$ cat src/rtl/pipe_pkg.sv
// Shared definitions for elastic pipeline stage registers: state encoding and
// the NOP instruction word that instantiating stages use as their bubble payload.
package pipe_pkg;

   typedef enum logic [1:0] {
      PS_EMPTY = 2'd0,
      PS_ONE   = 2'd1,
      PS_TWO   = 2'd2
   } ps_state_e;

   // RISC-V canonical NOP (addi x0, x0, 0)
   localparam logic [31:0] NOP_INSN = 32'h0000_0013;

endpackage

$ cat src/rtl/pipe_stage_reg.sv
// Elastic two-entry (main + skid) pipeline stage with valid/ready on both sides
// and a flush that either empties the stage or loads a partially preserved bubble.
module pipe_stage_reg
   import pipe_pkg::*;
#(
   parameter int unsigned           DATA_W          = 64,
   parameter logic [DATA_W-1:0]     BUBBLE          = '0,
   parameter logic [DATA_W-1:0]     KEEP_MASK       = {{(DATA_W/2){1'b1}}, {(DATA_W-DATA_W/2){1'b0}}},
   parameter bit                    BUBBLE_ON_FLUSH = 1'b1
) (
   input  logic              clk,
   input  logic              rst_n,
   input  logic              flush,
   input  logic              in_valid,
   output logic              in_ready,
   input  logic [DATA_W-1:0] in_data,
   output logic              out_valid,
   input  logic              out_ready,
   output logic [DATA_W-1:0] out_data,
   output logic [1:0]        occupancy
);

   ps_state_e         state_q, state_d;
   logic [DATA_W-1:0] main_q, main_d;
   logic [DATA_W-1:0] skid_q, skid_d;
   logic              in_ready_q, out_valid_q;
   logic              in_fire_s, out_fire_s;

   function automatic logic [DATA_W-1:0] bubble_word(input logic [DATA_W-1:0] d);
      return (d & KEEP_MASK) | (BUBBLE & ~KEEP_MASK);
   endfunction

   assign in_fire_s  = in_valid & in_ready_q;
   assign out_fire_s = out_valid_q & out_ready;

   // Next-state and payload steering; flush overrides every handshake update
   always_comb begin
      state_d = state_q;
      main_d  = main_q;
      skid_d  = skid_q;
      if (flush) begin
         // any current out_fire simply completes; the skid entry is abandoned
         if (BUBBLE_ON_FLUSH) begin
            state_d = PS_ONE;
            main_d  = bubble_word(in_data);
         end else begin
            state_d = PS_EMPTY;
         end
      end else begin
         case (state_q)
            PS_EMPTY: begin
               if (in_fire_s) begin
                  state_d = PS_ONE;
                  main_d  = in_data;
               end else begin
                  state_d = PS_EMPTY;
               end
            end
            PS_ONE: begin
               if (in_fire_s && out_fire_s) begin
                  main_d = in_data;
               end else if (in_fire_s) begin
                  state_d = PS_TWO;
                  skid_d  = in_data;
               end else if (out_fire_s) begin
                  state_d = PS_EMPTY;
               end else begin
                  state_d = PS_ONE;
               end
            end
            PS_TWO: begin
               if (out_fire_s) begin
                  state_d = PS_ONE;
                  main_d  = skid_q;
               end else begin
                  state_d = PS_TWO;
               end
            end
            default: begin
               state_d = PS_EMPTY;
            end
         endcase
      end
   end

   // State, payload and decoded handshake registers
   always_ff @(posedge clk or negedge rst_n) begin
      if (!rst_n) begin
         state_q     <= PS_EMPTY;
         main_q      <= '0;
         skid_q      <= '0;
         in_ready_q  <= 1'b1;
         out_valid_q <= 1'b0;
      end else begin
         state_q     <= state_d;
         main_q      <= main_d;
         skid_q      <= skid_d;
         in_ready_q  <= (state_d != PS_TWO);
         out_valid_q <= (state_d != PS_EMPTY);
      end
   end

   assign in_ready  = in_ready_q;
   assign out_valid = out_valid_q;
   assign out_data  = main_q;
   assign occupancy = state_q;

endmodule

$ cat config.mk
export PLATFORM = sky130hd
export DESIGN_NAME = pipe_stage_reg
export DESIGN_NICKNAME = d
export VERILOG_FILES = /design/src/rtl/pipe_pkg.sv /design/src/rtl/pipe_stage_reg.sv
export SDC_FILE = /design/constraint.sdc
export NUM_CORES = 1
export LEC_CHECK = 0
export ABC_AREA = 1
export CAP_MARGIN = 10
export CORE_AREA = 3 3 116 118
export CTS_CLUSTER_SIZE = 16
export DETAILED_ROUTE_END_ITERATION = 8
export DIE_AREA = 0 0 119 121
export PLACE_DENSITY = 0.83
export SLEW_MARGIN = 20
export SYNTH_ARGS = -nofsm -noshare
export SYNTH_HDL_FRONTEND = slang
export SYNTH_SLANG_ARGS = --single-unit
$ cat constraint.sdc
create_clock -name clk -period 1.89 [get_ports clk]
set_input_delay 0.4725 -clock clk [delete_from_list [all_inputs] [get_ports clk]]
set_output_delay 0.4725 -clock clk [all_outputs]
set_load 0.05 [all_outputs]
==> key figures <==
Outcome
  • Outcome: complete, no violations

Final layout
  • Area occupied by multi-input gates: 2480 sq um
  • Fillers: ~1,000
  • Seq. cell area: between 3000 and 4000 sq um
  • Layout area overhead: 33.3%
  • Fraction of layout instances using a drive strength above 1: 0.150
  • Layout Cells excl Fill: between 1,000 and 1,500
  • # nets final: approximately 1,000

Clock network
  • Clk buf depth: 2
  • Post_cts resized: 0
  • CTS H-Tree Depth: 4
  • CTS clock-pin slew for the worst setup and hold paths: about 0.060 ns
  • Clock Tree Root: clkbuf_16
  • Skew-Pair Late Insertion Delay: between 0.4 and 0.5 ns
  • Post-CTS Hold Fix Bufs: 0
  • Clk sink count: 132
  • # Post-CTS Setup Buffers: 0
  • CTS tree: built
  • Total CTS buffers: 17

Placed design
  • RD Place Congestion: roughly 0.81
  • Place WS: -0.0552 ns
  • Placed cells: between 1,000 and 1,500
  • PortBufs: around 140
  • Final HPWL DP: approximately 11 mm

Power and ir drop
  • Internal power: ~6.7 mW
  • P_sw: roughly 3.3 mW
  • Clock Power Share: 0.348
  • Sw frac: 0.332
  • Comb pwr share: 0.258
  • Cell area power density: between 1000 and 1500 nW/um^2
  • Part of the power in registers: 0.393
  • Pleak: 4.65 nW
  • VDD IR-drop max: around 0.74 mV

Timing
  • Setup TNS Final: 0 ns
  • Final period util: 0.846
  • Final Max Slew Viols: 0
  • Count of final hold-check violations: 0
  • Pin slew with the least headroom to its limit: approximately 0.53 ns
  • Final setup fails: 0
  • Fmax: 626 MHz
  • Final Skew: between 0.007 and 0.008 ns
  • Slew HR: 0.647
  • Final WS setup: ~0.29 ns
  • Tmin final: about 1.6 ns
  • RSZ-0062 raised after global routing: false

Yosys
  • Post-Syn Area: approximately 6300 sq um
  • Seq/Total Area, Yosys: 0.526
  • Synthesized flop and latch total: 132
  • Mapped Avg Cell Area: ~7.6 sq um
  • Warnings from Yosys: 0
  • Synth Instances: slightly above 800
  • Post-Synthesis Net Count: around 900
  • Synth cell types: 15

Floorplanning
  • Initial Util: 0.500
  • Area of the die: roughly 14,000 sq um
  • I/O Pins: between 100 and 150
  • Die W: roughly 120 um
  • Die height: around 120 um
  • CORE AREA: ~13,000 sq um
  • Row count: 41

Detailed routing
  • DRC viols: 0
  • Routed vias/inst: around 5
  • Drt total wl: around 17 mm
  • Vias post-DR: ~5,900
  • Wire length per cell: 14.4 um
  • Initial DRC count: between 500 and 600
  • DRT Pass-1 Iters: 5
  • Routed Antenna Nets: 0

Setup path
  • Critical path's top delay family: flip-flops
  • WP buf/inv: 1
  • Worst EP arrival: 1.13 ns
  • Slowest cell on crit path: dfrtp_1
  • Critical path type: reg2out
  • CP max FO: 5
  • Required @ worst endpoint: between 1 and 1.5 ns
  • Element type at the critical path end: output port
  • Crit path largest cell delay: roughly 0.52 ns
  • Sequence of cells on the critical path: buf_12
  • CP startpoint kind: flop

GRT
  • Pin count of the biggest net entering global routing: 53
  • Total congestion overflow: 0
  • Vias in the first global route: approximately 5,600
  • Initial antenna violation count: 1
  • First-pass GRT wire length: 27.2 mm
  • GRT Util Overall: 0.234

Flow run
  • Max-cap violations: 0

Hold path
  • Hold Path Class: in2async
registers in the layout (all words and copies together), names as in the netlist:
name / cells
in_ready: 1
occupancy: 2
out_data: 64
out_valid: 1
skid_q: 64
stage by stage:
step                cell area [sq um]  hold slack [ns]   util  power, mW
CTS                              8380           0.0225  0.667       10.0
finish                           8380          0.00691  0.667       9.99
detailed placement               7740            0.459  0.616       6.53
global route                     8380           0.0304  0.667       10.5
global placement                 7740            0.454  0.616       6.45
floorplan                        6290            0.177      -       5.59
power groups by stage:
stage / logic [mW] / clock network, mW / registers, mW
5_1_grt: 2.82 / 3.66 / 4.01
4_1_cts: 2.60 / 3.52 / 3.92
3_3_place_gp: 2.51 / 0 / 3.94
3_5_place_dp: 2.58 / 0 / 3.95
6_report: 2.58 / 3.48 / 3.93
2_1_floorplan: 0.955 / 0 / 4.63
metal layers:
layer	vias to the layer above	global-route usage	share of wire	wire length (um)
li1	2853	-	-	-
met1	2751	0.309	0.43	7170
met2	231	0.384	0.49	8070
met3	23	0.0569	0.059	974
met4	0	0.0717	0.019	312
met5	-	0	0	0
kinds of logic (layout without fill, tap and decap cells):
group | count (synthesis) | after routing | synth area share
AND/OR/NAND/NOR | 569 | 569 | 0.368
flip-flops | 132 | 132 | 0.526
buffers and inverters | 96 | 241 | 0.0806
AO/OA/AOI/OAI | 32 | 32 | 0.0255
other | 0 | 1 | 0
cells in the mapped netlist:
cell type,number,area (sq um)
dfstp_2,1,26.3
buf_2,21,105
inv_2,4,15.0
nand2_1,367,1380
nor2_2,1,6.26
o21ai_0,32,160
nor2_4,1,11.3
inv_1,36,135
buf_6,10,113
dfrtp_1,131,3280
clkbuf_1,13,48.8
nor2_1,67,251
buf_4,12,90.1
nand2_2,2,12.5
nand3_1,131,656
final timing paths:
path	from	to	slack, ns	cells after the start
min in group clk	out_data[42]	out_data[42]	0.47	2
max in group asynchronous	rst_n	out_data[29]	1.30	2
min reg2reg	out_data[42]	out_data[42]	0.47	2
max	occupancy[0]	occupancy[0]	0.29	1
max reg2reg	in_ready	out_data[56]	0.33	8
min	rst_n	out_data[47]	0.007	1
placed cells by master (no fill, tap or decap), types with 12 or more instances in the layout:
cell type,synthesis,routed
dfrtp_1,131,131
inv_1,36,35
nand2_1,367,365
nand3_1,131,131
clkbuf_16,0,17
nor2_1,67,67
buf_4,12,89
o21ai_0,32,32
clkdlybuf4s50_1,0,67
buf_12,0,12
layout make-up:
class                           count  area share
Sequential cell                   132       0.394
Timing Repair Buffer              169       0.190
Antenna cell                        1    0.000299
Multi-Input combinational cell    601       0.296
Tap cell                          172      0.0257
Clock buffer                       19      0.0540
Clock inverter                     13      0.0216
Inverter                           40      0.0179
No activity file was read; power rests on OpenSTA's default activity.
